[src/rtl/ysyx_22040386_mdu_pkg.sv]
// Shared definitions for the iterative RV64M multiply/divide unit:
// funct3 encodings, FSM state type and the 32-bit sign-extension helper.
package ysyx_22040386_mdu_pkg;

  localparam logic [2:0] MDU_MUL    = 3'd0;
  localparam logic [2:0] MDU_MULH   = 3'd1;
  localparam logic [2:0] MDU_MULHSU = 3'd2;
  localparam logic [2:0] MDU_MULHU  = 3'd3;
  localparam logic [2:0] MDU_DIV    = 3'd4;
  localparam logic [2:0] MDU_DIVU   = 3'd5;
  localparam logic [2:0] MDU_REM    = 3'd6;
  localparam logic [2:0] MDU_REMU   = 3'd7;

  typedef enum logic [1:0] {
    IDLE,
    BUSY,
    DONE
  } mdu_state_e;

  // Callers slice the low XLEN bits, so one helper serves both XLEN=32 and 64.
  function automatic logic [63:0] sext32(input logic [31:0] v);
    return {{32{v[31]}}, v};
  endfunction

endpackage

[src/rtl/ysyx_22040386_mdu_if.sv]
// Op/result handshake bundle between the execute stage (master) and the MDU (slave).
interface ysyx_22040386_mdu_if #(
  parameter int XLEN  = 64,
  parameter int TAG_W = 5
);
  logic             in_valid;
  logic             in_ready;
  logic [2:0]       in_funct3;
  logic             in_word;
  logic [XLEN-1:0]  in_src1;
  logic [XLEN-1:0]  in_src2;
  logic [TAG_W-1:0] in_tag;
  logic             out_valid;
  logic             out_ready;
  logic [XLEN-1:0]  out_result;
  logic [TAG_W-1:0] out_tag;
  logic             busy;

  modport master (
    output in_valid, in_funct3, in_word, in_src1, in_src2, in_tag, out_ready,
    input  in_ready, out_valid, out_result, out_tag, busy
  );

  modport slave (
    input  in_valid, in_funct3, in_word, in_src1, in_src2, in_tag, out_ready,
    output in_ready, out_valid, out_result, out_tag, busy
  );
endinterface

[src/rtl/ysyx_22040386_mdu_core.sv]
// Iterative datapath: one shared {hi,lo} register doing radix-2 shift-add
// multiply or restoring division on operand magnitudes, plus the step counter.
module ysyx_22040386_mdu_core #(
  parameter int XLEN = 64
) (
  input  logic            clk,
  input  logic            rst_n,
  input  logic            i_load,
  input  logic            i_step,
  input  logic            i_isDiv,
  input  logic            i_word,
  input  logic            i_skip,
  input  logic [XLEN-1:0] i_opA,
  input  logic [XLEN-1:0] i_opB,
  output logic [XLEN-1:0] o_hi,
  output logic [XLEN-1:0] o_lo,
  output logic            o_done
);
  localparam int CW     = $clog2(XLEN) + 1;
  localparam int WSHIFT = XLEN - 32;

  logic [XLEN-1:0] r_hi;
  logic [XLEN-1:0] r_lo;
  logic [XLEN-1:0] r_opA;
  logic            r_isDiv;
  logic [CW-1:0]   r_count;
  logic [CW-1:0]   r_limit;

  logic [CW-1:0]   w_limit;
  logic [XLEN:0]   w_mulSum;
  logic [XLEN:0]   w_divShift;
  logic [XLEN:0]   w_divDiff;
  logic            w_divFits;

  assign w_limit    = (i_word || XLEN == 32) ? CW'(32) : CW'(XLEN);
  assign w_mulSum   = {1'b0, r_hi} + (r_lo[0] ? {1'b0, r_opA} : '0);
  // Partial remainder stays below the divisor, so the XLEN+1 bit difference never wraps.
  assign w_divShift = {r_hi, r_lo[XLEN-1]};
  assign w_divDiff  = w_divShift - {1'b0, r_opA};
  assign w_divFits  = ~w_divDiff[XLEN];

  always_ff @(posedge clk) begin
    if (!rst_n) begin
      r_hi    <= '0;
      r_lo    <= '0;
      r_opA   <= '0;
      r_isDiv <= 1'b0;
      r_count <= '0;
      r_limit <= '0;
    end else if (i_load) begin
      r_hi    <= '0;
      // Word divides left-align the dividend so its MSB is shifted out first.
      r_lo    <= (i_isDiv && i_word) ? (i_opB << WSHIFT) : i_opB;
      r_opA   <= i_opA;
      r_isDiv <= i_isDiv;
      r_limit <= w_limit;
      r_count <= i_skip ? w_limit : '0;
    end else if (i_step && !o_done) begin
      if (r_isDiv) begin
        r_hi <= w_divFits ? w_divDiff[XLEN-1:0] : w_divShift[XLEN-1:0];
        r_lo <= {r_lo[XLEN-2:0], w_divFits};
      end else begin
        {r_hi, r_lo} <= {w_mulSum, r_lo[XLEN-1:1]};
      end
      r_count <= r_count + CW'(1);
    end
  end

  assign o_hi   = r_hi;
  assign o_lo   = r_lo;
  assign o_done = (r_count == r_limit);

endmodule

[src/rtl/ysyx_22040386_mdu.sv]
// RV64M multiply/divide unit: FSM, handshake, sign fix-up and output register around the core.
// Optional YSYX_MDU_DIV_FAST_EN: divide special cases (zero, MIN/-1, divisor 1) finish without iterating.
module ysyx_22040386_mdu
  import ysyx_22040386_mdu_pkg::*;
#(
  parameter int XLEN  = 64,
  parameter int TAG_W = 5
) (
  input logic                clk,
  input logic                rst_n,
  input logic                flush,
  ysyx_22040386_mdu_if.slave bus
);
  localparam int          WSHIFT  = XLEN - 32;
  localparam logic [63:0] MIN_W64 = 64'hFFFF_FFFF_8000_0000;

  mdu_state_e       r_state;
  logic [2:0]       r_f3;
  logic             r_word;
  logic [TAG_W-1:0] r_tag;
  logic             r_negQ;
  logic             r_negR;
  logic             r_divZero;
  logic             r_overflow;
  logic [XLEN-1:0]  r_dividend;
  logic             r_outValid;
  logic [XLEN-1:0]  r_outResult;
  logic [TAG_W-1:0] r_outTag;

  logic             w_word;
  logic             w_isDiv;
  logic             w_sgnA;
  logic             w_sgnB;
  logic             w_negA;
  logic             w_negB;
  logic             w_divZero;
  logic             w_overflow;
  logic             w_load;
  logic             w_skip;
  logic             w_coreDone;
  logic [63:0]      w_sx1;
  logic [63:0]      w_sx2;
  logic [XLEN-1:0]  w_a;
  logic [XLEN-1:0]  w_b;
  logic [XLEN-1:0]  w_magA;
  logic [XLEN-1:0]  w_magB;
  logic [XLEN-1:0]  w_minVal;
  logic [XLEN-1:0]  w_hi;
  logic [XLEN-1:0]  w_lo;
  logic [2*XLEN-1:0] w_prodRaw;
  logic [2*XLEN-1:0] w_prod;
  logic [XLEN-1:0]  w_quot;
  logic [XLEN-1:0]  w_rem;
  logic [XLEN-1:0]  w_res;
  logic [63:0]      w_sxRes;
  logic [XLEN-1:0]  w_final;

  assign w_word = (XLEN == 64) ? bus.in_word : 1'b0;
  assign w_sx1  = sext32(bus.in_src1[31:0]);
  assign w_sx2  = sext32(bus.in_src2[31:0]);

  // Operand extension and magnitude for the accepting op; MULHSU leaves rs2 unsigned.
  always_comb begin
    w_isDiv = bus.in_funct3[2];
    w_sgnA  = w_isDiv ? ~bus.in_funct3[0] : (bus.in_funct3 != MDU_MULHU);
    w_sgnB  = w_isDiv ? ~bus.in_funct3[0]
                      : (bus.in_funct3 == MDU_MUL || bus.in_funct3 == MDU_MULH);
    if (w_word) begin
      w_a      = w_sgnA ? w_sx1[XLEN-1:0] : XLEN'(bus.in_src1[31:0]);
      w_b      = w_sgnB ? w_sx2[XLEN-1:0] : XLEN'(bus.in_src2[31:0]);
      w_minVal = MIN_W64[XLEN-1:0];
    end else begin
      w_a      = bus.in_src1;
      w_b      = bus.in_src2;
      w_minVal = {1'b1, {(XLEN-1){1'b0}}};
    end
    w_negA     = w_sgnA & w_a[XLEN-1];
    w_negB     = w_sgnB & w_b[XLEN-1];
    w_magA     = w_negA ? -w_a : w_a;
    w_magB     = w_negB ? -w_b : w_b;
    w_divZero  = (w_b == '0);
    w_overflow = ~bus.in_funct3[0] & (w_a == w_minVal) & (w_b == '1);
  end

  assign w_load = (r_state == IDLE) & bus.in_valid & ~flush;

`ifdef YSYX_MDU_DIV_FAST_EN
  logic w_divOne;
  logic r_divOne;
  assign w_divOne = (w_b == XLEN'(1));
  assign w_skip   = w_isDiv & (w_divZero | w_overflow | w_divOne);
`else
  assign w_skip   = 1'b0;
`endif

  ysyx_22040386_mdu_core #(
    .XLEN(XLEN)
  ) u_core (
    .clk    (clk),
    .rst_n  (rst_n),
    .i_load (w_load),
    .i_step (r_state == BUSY),
    .i_isDiv(w_isDiv),
    .i_word (w_word),
    .i_skip (w_skip),
    .i_opA  (w_magB),
    .i_opB  (w_magA),
    .o_hi   (w_hi),
    .o_lo   (w_lo),
    .o_done (w_coreDone)
  );

  // Final stage: undo magnitudes, force RISC-V special results, pick the field, word-extend.
  always_comb begin
    w_prodRaw = {w_hi, w_lo} >> (r_word ? WSHIFT : 0);
    w_prod    = r_negQ ? -w_prodRaw : w_prodRaw;
    w_quot    = r_negQ ? -w_lo : w_lo;
    w_rem     = r_negR ? -w_hi : w_hi;
    if (r_divZero) begin
      w_quot = '1;
      w_rem  = r_dividend;
    end else if (r_overflow) begin
      w_quot = r_dividend;
      w_rem  = '0;
    end
`ifdef YSYX_MDU_DIV_FAST_EN
    else if (r_divOne) begin
      w_quot = r_dividend;
      w_rem  = '0;
    end
`endif
    unique case (r_f3)
      MDU_MUL:                        w_res = w_prod[XLEN-1:0];
      MDU_MULH, MDU_MULHSU, MDU_MULHU: w_res = w_prod[2*XLEN-1:XLEN];
      MDU_DIV, MDU_DIVU:              w_res = w_quot;
      default:                        w_res = w_rem;
    endcase
    w_sxRes = sext32(w_res[31:0]);
    w_final = r_word ? w_sxRes[XLEN-1:0] : w_res;
  end

  always_ff @(posedge clk) begin
    if (!rst_n) begin
      r_state     <= IDLE;
      r_f3        <= '0;
      r_word      <= 1'b0;
      r_tag       <= '0;
      r_negQ      <= 1'b0;
      r_negR      <= 1'b0;
      r_divZero   <= 1'b0;
      r_overflow  <= 1'b0;
      r_dividend  <= '0;
      r_outValid  <= 1'b0;
      r_outResult <= '0;
      r_outTag    <= '0;
`ifdef YSYX_MDU_DIV_FAST_EN
      r_divOne    <= 1'b0;
`endif
    end else if (flush) begin
      r_state    <= IDLE;
      r_outValid <= 1'b0;
    end else begin
      unique case (r_state)
        IDLE: begin
          if (bus.in_valid) begin
            r_state    <= BUSY;
            r_f3       <= bus.in_funct3;
            r_word     <= w_word;
            r_tag      <= bus.in_tag;
            r_negQ     <= w_negA ^ w_negB;
            r_negR     <= w_negA;
            r_divZero  <= w_isDiv & w_divZero;
            r_overflow <= w_isDiv & w_overflow;
            r_dividend <= w_a;
`ifdef YSYX_MDU_DIV_FAST_EN
            r_divOne   <= w_isDiv & w_divOne;
`endif
          end
        end
        BUSY: begin
          if (w_coreDone) begin
            r_state     <= DONE;
            r_outValid  <= 1'b1;
            r_outResult <= w_final;
            r_outTag    <= r_tag;
          end
        end
        DONE: begin
          if (bus.out_ready) begin
            r_state    <= IDLE;
            r_outValid <= 1'b0;
          end
        end
        default: r_state <= IDLE;
      endcase
    end
  end

  assign bus.in_ready   = (r_state == IDLE);
  assign bus.busy       = (r_state != IDLE);
  assign bus.out_valid  = r_outValid;
  assign bus.out_result = r_outResult;
  assign bus.out_tag    = r_outTag;

endmodule

[src/flat_wrapper.sv]
// flat-port wrapper written by rule: the top's interface ports become plain ports
module ysyx_22040386_mdu_flat import ysyx_22040386_mdu_pkg::*;
#(
  parameter int XLEN  = 64,
  parameter int TAG_W = 5
)
  (clk, rst_n, flush, bus_in_valid, bus_in_funct3, bus_in_word, bus_in_src1, bus_in_src2, bus_in_tag, bus_out_ready, bus_in_ready, bus_out_valid, bus_out_result, bus_out_tag, bus_busy);
  ysyx_22040386_mdu_if #(.XLEN(XLEN), .TAG_W(TAG_W)) bus_i ();
  input logic clk;
  input logic rst_n;
  input logic flush;
  input wire logic [$bits(bus_i.in_valid)-1:0] bus_in_valid;
  input wire logic [$bits(bus_i.in_funct3)-1:0] bus_in_funct3;
  input wire logic [$bits(bus_i.in_word)-1:0] bus_in_word;
  input wire logic [$bits(bus_i.in_src1)-1:0] bus_in_src1;
  input wire logic [$bits(bus_i.in_src2)-1:0] bus_in_src2;
  input wire logic [$bits(bus_i.in_tag)-1:0] bus_in_tag;
  input wire logic [$bits(bus_i.out_ready)-1:0] bus_out_ready;
  output wire logic [$bits(bus_i.in_ready)-1:0] bus_in_ready;
  output wire logic [$bits(bus_i.out_valid)-1:0] bus_out_valid;
  output wire logic [$bits(bus_i.out_result)-1:0] bus_out_result;
  output wire logic [$bits(bus_i.out_tag)-1:0] bus_out_tag;
  output wire logic [$bits(bus_i.busy)-1:0] bus_busy;
  assign bus_i.in_valid = bus_in_valid;
  assign bus_i.in_funct3 = bus_in_funct3;
  assign bus_i.in_word = bus_in_word;
  assign bus_i.in_src1 = bus_in_src1;
  assign bus_i.in_src2 = bus_in_src2;
  assign bus_i.in_tag = bus_in_tag;
  assign bus_i.out_ready = bus_out_ready;
  assign bus_in_ready = bus_i.in_ready;
  assign bus_out_valid = bus_i.out_valid;
  assign bus_out_result = bus_i.out_result;
  assign bus_out_tag = bus_i.out_tag;
  assign bus_busy = bus_i.busy;
  ysyx_22040386_mdu #(.XLEN(XLEN), .TAG_W(TAG_W)) u_core (.clk(clk), .rst_n(rst_n), .flush(flush), .bus(bus_i));
endmodule
[config.mk]
export PLATFORM = sky130hd
export DESIGN_NAME = ysyx_22040386_mdu_flat
export DESIGN_NICKNAME = d
export VERILOG_FILES = /design/src/rtl/ysyx_22040386_mdu_pkg.sv /design/src/rtl/ysyx_22040386_mdu_if.sv /design/src/rtl/ysyx_22040386_mdu_core.sv /design/src/rtl/ysyx_22040386_mdu.sv /design/src/flat_wrapper.sv
export SDC_FILE = /design/constraint.sdc
export NUM_CORES = 2
export LEC_CHECK = 0
export ABC_AREA = 1
export BUFFER_PORTS_ARGS = -buffer_cell sky130_fd_sc_hd__buf_2
export CAP_MARGIN = 20
export CORE_UTILIZATION = 35
export CTS_BUF_LIST = sky130_fd_sc_hd__clkbuf_4 sky130_fd_sc_hd__clkbuf_8
export CTS_CLUSTER_DIAMETER = 120
export CTS_CLUSTER_SIZE = 25
export DETAILED_ROUTE_END_ITERATION = 6
export HOLD_SLACK_MARGIN = 0.1
export SLEW_MARGIN = 20
export SYNTH_ARGS = -nofsm -noshare
export SYNTH_HDL_FRONTEND = slang
export SYNTH_SLANG_ARGS = --single-unit
[constraint.sdc]
create_clock -name clk -period 4.4 [get_ports clk]
set_clock_uncertainty 0.05 [all_clocks]
set_input_delay 0.88 -clock clk [delete_from_list [all_inputs] [get_ports clk]]
set_output_delay 0.88 -clock clk [all_outputs]
set_load 0.02 [all_outputs]
Word level (Yosys, flattened, before mapping)
Cells that the tools add are included.
Word-level totals
  register bits: 356
Operators by class
  add/sub/neg operators: 8
  equal/unequal tests: 15
  shift operators: 1
  multiplexer cells: 34
  bitwise operators: 13
  reduce and logical (&&, ||, !) cells: 19
Operators with widths (number)
  $mux W64: 20
  $neg A64 Y64: 4
  $pmux W64 S3: 1
  $mux W128: 1
  $neg A128 Y128: 1
  $shr A128 B32 Y128: 1
  $add A64 B64 Y65: 1
  $sub A65 B64 Y65: 1
  $eq A64 B64 Y1: 1
  $eq A64 B64 Y1 const B: 1
  $logic_not A64 Y1: 1
  $mux W63: 1
  $reduce_and A3 Y1: 4
  $and A1 B1 Y1: 8
  $add A7 B1 Y7 const B: 1
  $eq A7 B7 Y1: 1
  $mux W7: 1
  $eq A3 B1 Y1 const B: 2
  $eq A3 B2 Y1 const B: 2
  $eq A3 B3 Y1 const B: 2
  $logic_not A3 Y1: 2
  $mux W2: 3
  $mux W6: 1
  $pmux W2 S3: 1
  16 further kinds: 28

Depth between registers and ports, before layout
  depth after elaboration: 8
  depth in mapped cells: 23
  depth with buffers taken out: 21

Hierarchy
From an unflattened synthesis, not the netlist that was laid out.
Second synthesis, totals
  cell total of the unflattened synthesis: 8815
  area total of the unflattened synthesis: 45561.2 um^2
By module, submodules not included
  ysyx_22040386_mdu: instances 1, cells each 4840, area each 23965.5 um^2, seq. area each 2982.9 um^2
  ysyx_22040386_mdu_core: instances 1, cells each 3975, area each 21595.7 um^2, seq. area each 4043.9 um^2

Worst setup path after synthesis
OpenSTA, ideal clock, no wires.
  kind: reg2reg
  start: register u_core.u_core.r_lo[0], in the netlist u_core.u_core.o_lo[0]
  end: register u_core.u_core.r_hi[41], in the netlist u_core.u_core.o_hi[41]
  setup time: 0.119 ns
  arrival: 2.896 ns
  data required time: 4.231 ns
  path slack: 1.334 ns
  cell stages (with the launch flop): 20
  path buffers: 2
  clock period less this slack: 3.066 ns
  path through: dfxtp_1 clkbuf_1 clkbuf_1 nand2_1 inv_1 ha_1 fa_1 nand2_1 nand3_1 o21ai_0 o21ai_0 a21oi_1 o21ai_0 nand3_1 nand2_1 nand2_1 nand3_1 nand2_1 inv_1 a21oi_1
On the way
  word-level cells in the longest chain between the ends: 3
Ends and longest elaborated chain
  from (decl): RTL line ysyx_22040386_mdu_core.sv:23  | logic [XLEN-1:0] r_lo;
  from (signal assigned): RTL line ysyx_22040386_mdu_core.sv:53  | r_lo <= (i_isDiv && i_word) ? (i_opB << WSHIFT) : i_opB;
  from (signal assigned): RTL line ysyx_22040386_mdu_core.sv:61  | r_lo <= {r_lo[XLEN-2:0], w_divFits};
  from (signal assigned): RTL line ysyx_22040386_mdu_core.sv:63  | {r_hi, r_lo} <= {w_mulSum, r_lo[XLEN-1:1]};
  $mux W64: RTL line ysyx_22040386_mdu_core.sv:36  | assign w_mulSum = {1'b0, r_hi} + (r_lo[0] ? {1'b0, r_opA} : '0);
  $add A64 B64 Y65: RTL line ysyx_22040386_mdu_core.sv:36
  $mux W64: RTL line ysyx_22040386_mdu_core.sv:59  | if (r_isDiv) begin
  to (signal assigned): RTL line ysyx_22040386_mdu_core.sv:60  | r_hi <= w_divFits ? w_divDiff[XLEN-1:0] : w_divShift[XLEN-1:0];
  to (signal assigned): RTL line ysyx_22040386_mdu_core.sv:63
  to (decl): RTL line ysyx_22040386_mdu_core.sv:22  | logic [XLEN-1:0] r_hi;
Every way passes these cells.
A chain may end at the register's enable or synchronous reset.

Final worst setup path
  start: register u_core.u_core.r_hi[1], in the netlist u_core.u_core.o_hi[1]
  end: register u_core.r_outResult[42], in the netlist u_core.bus.out_result[42]
On the way
  word-level cells in the longest chain between the ends: 6
Ends and longest elaborated chain
  branches (longest 4 deep; another with $neg A128 Y128)
  $pmux W64 S3 (*): RTL line ysyx_22040386_mdu.sv:132  | unique case (r_f3)
  $mux W64 (*): RTL line ysyx_22040386_mdu.sv:139  | w_final = r_word ? w_sxRes[XLEN-1:0] : w_res;
  to (signal assigned): RTL line ysyx_22040386_mdu.sv:184  | r_outResult <= w_final;
  to (decl): RTL line ysyx_22040386_mdu.sv:27  | logic [XLEN-1:0] r_outResult;
Mark *: on every way between the ends.

==> impl_metrics.ini <==
[status]
status = completed

[route]
wl_um = 329500
via_count = 63640
drtPass1Iterations = 7
drtIter0Drc = 11630
drc = 0
viasPerCell = 6.082
routedWlPerCell_um = 31.49
ant_nets = 0

[global_routing]
grt.total_usage_pct = 49.72
grt_first_pass_wirelength_um = 445500
antenna_found_initial = 23
grt_max_degree = 122
grt_remaining_overflow = 0
grt_pass1_vias = 56310

[worst_setup_path]
cp-startpoint = u_core.u_core.o_hi[1]
r2r_slack_ps = 20
cp.required_ps = 5130
cp-end-kind = register
critical_path.max_fanout = 8
r2r_start = u_core.u_core.o_hi[1]
crit_type = reg2reg
reg2reg_depth = 16
worstSetupStartpointType = register
arrival_ps = 5110

[timing]
fin_setup_tns_ps = 0
setup_ws_ps = 24.06
setup_violations = 0
max_freq_mhz = 228.5
maxSlewHeadroom_pct = 18.14
rsz0062_at_grt = false
timing.final.crit_share_pct = 99.45
period_needed_ps = 4376
worstMarginPinSlew_ps = 1215
hold_violations = 0
slew_violations = 0

[cells_and_area]
mostFrequentLayoutCell = nand2_1
multi_input_area_um2 = 31690
drive_gt1_share_pct = 8.018
area_growth_pct = 12.30
register_area_um2 = 7046
final_cell_mix = 2705 x nand2_1, 1070 x nor2_1, 1039 x inv_1
finalNetCount = 9079
fin_cells = 10460
fillCellCount = 14600
final_util_pct = 39.82

[yosys]
syn_area_um2 = 44130
yosys_warnings = 0
synth_edf_count = 0
synthesis.instances = 8537
syn-num-nets = 8817
ys_types = 57
ys.flop_type = dfxtp_1
synth-async-reset-ratio_pct = 0
avgSynthCellArea_um2 = 5.169
seq_area_frac_synth_pct = 15.92
ys_ff_latch = 351

[worst_hold_path]
holdPathStages = 3
hold_start = bus_in_tag[2]
hp-class = in2reg

[clock_tree]
cts-hold-fix-buffers = 0
cts_resized = 0
clk_latency_ps = 860
cts-root-buf = clkbuf_8
cts_made_buffers = 27
htreeDepth = 1
clock_path_buffers = 3
cts.clk_slew.worst_paths_ps = 170
cts_setup_buffers = 0
cts_tree = yes
cts.sinks = 351

[power]
ir_drop_v = 0.0002740
p_per_area_nw_per_um2 = 265.9
p_leak_nw = 26.04

[floorplan]
fp.dieW_um = 357.1
dieArea_um2 = 127500
coreArea_um2 = 124400
die_y_um = 357.1
ios = 214
row_count = 129
initial_core_util_pct = 35.46

[placed_design]
dp.cells = 10410
place_congestion = 1.171
portBuffers = 213
dp_worst_setup_slack_ps = 288.1
place.detailed.hpwl_um = 273000

[job]
max_cap_viol_count = 0
==> power breakdown <==
group | switching [W] | internal [W]
Clock | 0.00174 | 0.000767
Combinational | 0.00518 | 0.00178
Sequential | 0.000383 | 0.00332
Total | 0.00730 | 0.00588
==> final timing paths <==
check	endpoint
worst max-delay path	u_core.bus.out_result[42]
worst min register to register	u_core.r_tag[2]
worst min-delay path	u_core.r_tag[2]
worst max register to register	u_core.bus.out_result[42]
==> Yosys cell counts (6+ instances only) <==
master / number / area (um2)
nand2_1: 2709 / 10170
nor2_1: 1076 / 4039
inv_1: 1043 / 3915
o21ai_0: 717 / 3588
nand3_1: 716 / 3583
a21oi_1: 678 / 3393
dfxtp_1: 351 / 7027
clkbuf_1: 254 / 953.4
ha_1: 136 / 1702
nor3_1: 102 / 510.5
nand4_1: 97 / 606.8
xor2_1: 83 / 727.0
o21ai_1: 56 / 280.3
o22ai_1: 48 / 300.3
a31oi_1: 41 / 256.5
buf_1: 39 / 146.4
o21bai_1: 39 / 292.8
o211ai_1: 38 / 285.3
buf_2: 32 / 160.2
o21a_1: 29 / 217.7
nand3b_1: 25 / 187.7
xnor2_1: 24 / 210.2
nor4_1: 23 / 143.9
buf_6: 14 / 157.7
nor2_2: 13 / 81.33
a21boi_0: 12 / 90.09
a211oi_1: 11 / 82.58
nand3_2: 10 / 100.1
or2_2: 10 / 62.56
a21o_1: 9 / 67.56
and3_1: 8 / 50.05
inv_2: 8 / 30.03
buf_4: 7 / 52.55
nand2_2: 7 / 43.79
o32ai_1: 7 / 61.31
a22oi_1: 6 / 45.04
and2_1: 6 / 37.54
o31ai_1: 6 / 45.04
==> cell families (layout without fill, tap and decap cells) <==
| family | count (synthesis) | in the layout | synth area share, % |
|---|---|---|---|
| AO/OA/AOI/OAI | 1725 | 1725 | 20.97 |
| XOR/XNOR | 107 | 107 | 2.124 |
| adder cells (fa/ha/maj) | 138 | 138 | 3.947 |
| buffers and inverters | 1404 | 1685 | 12.36 |
| flip-flops | 351 | 351 | 15.92 |
| other | 0 | 7 | 0 |
| AND/OR/NAND/NOR | 4812 | 4812 | 44.67 |
==> registers in the layout, indices dropped and copies added (netlist names), 2 cells and up <==
register               count
u_core.u_core.o_hi        64
u_core.u_core.r_opA       64
u_core.u_core.r_limit      2
u_core.u_core.o_lo        64
u_core.bus.out_result     64
u_core.r_f3                3
u_core.r_state             2
u_core.u_core.r_count      7
u_core.r_tag               5
u_core.bus.out_tag         5
u_core.r_dividend         64
==> final cells by class <==
type / instances / share of cell area [%]
antenna: 7 / 0.03535
sequential: 351 / 14.22
multi-input combinational: 6782 / 63.95
clock buffer: 31 / 0.8231
clock inverter: 17 / 0.5959
inverter: 1057 / 8.019
timing repair buffer: 580 / 8.228
tap: 1637 / 4.133
==> stage by stage <==
stage / power [W] / hold WS, ps / cell area, um2
finish: 0.01318 / 179.8 / 49560
floorplan: 0.007257 / 369.5 / 44130
global placement: 0.01026 / 378.6 / 48820
CTS: 0.01268 / 166.2 / 49540
global route: 0.01353 / 208.5 / 49540
detailed placement: 0.01023 / 383.4 / 48840
==> critical path, cell delays in order (launching register included) <==
cell     delay [ps]
dfxtp_1         580
inv_1           370
ha_1            290
nand3_1         210
nor2_1          250
nand2_1         160
nor2_1          170
nand2_1         130
nor2_1          530
nand2_1         160
nand2_1         140
o21ai_0          90
nand2_1          80
nand3_1         480
a21oi_1         380
nand2_1          80
a21oi_1         140
==> layer usage <==
| metal | vias to the layer above | routed length, um | part of all wire [%] | GRT usage, % |
|---|---|---|---|---|
| li1 | 28140 | - | - | - |
| met1 | 29570 | 133200 | 40 | 68.19 |
| met2 | 5060 | 119400 | 36 | 64.26 |
| met3 | 843 | 54740 | 17 | 20.70 |
| met4 | 20 | 21970 | 6.7 | 26.96 |
| met5 | - | 142 | 0.043 | 0 |
Note: power is estimated with default switching activity, not from simulation.
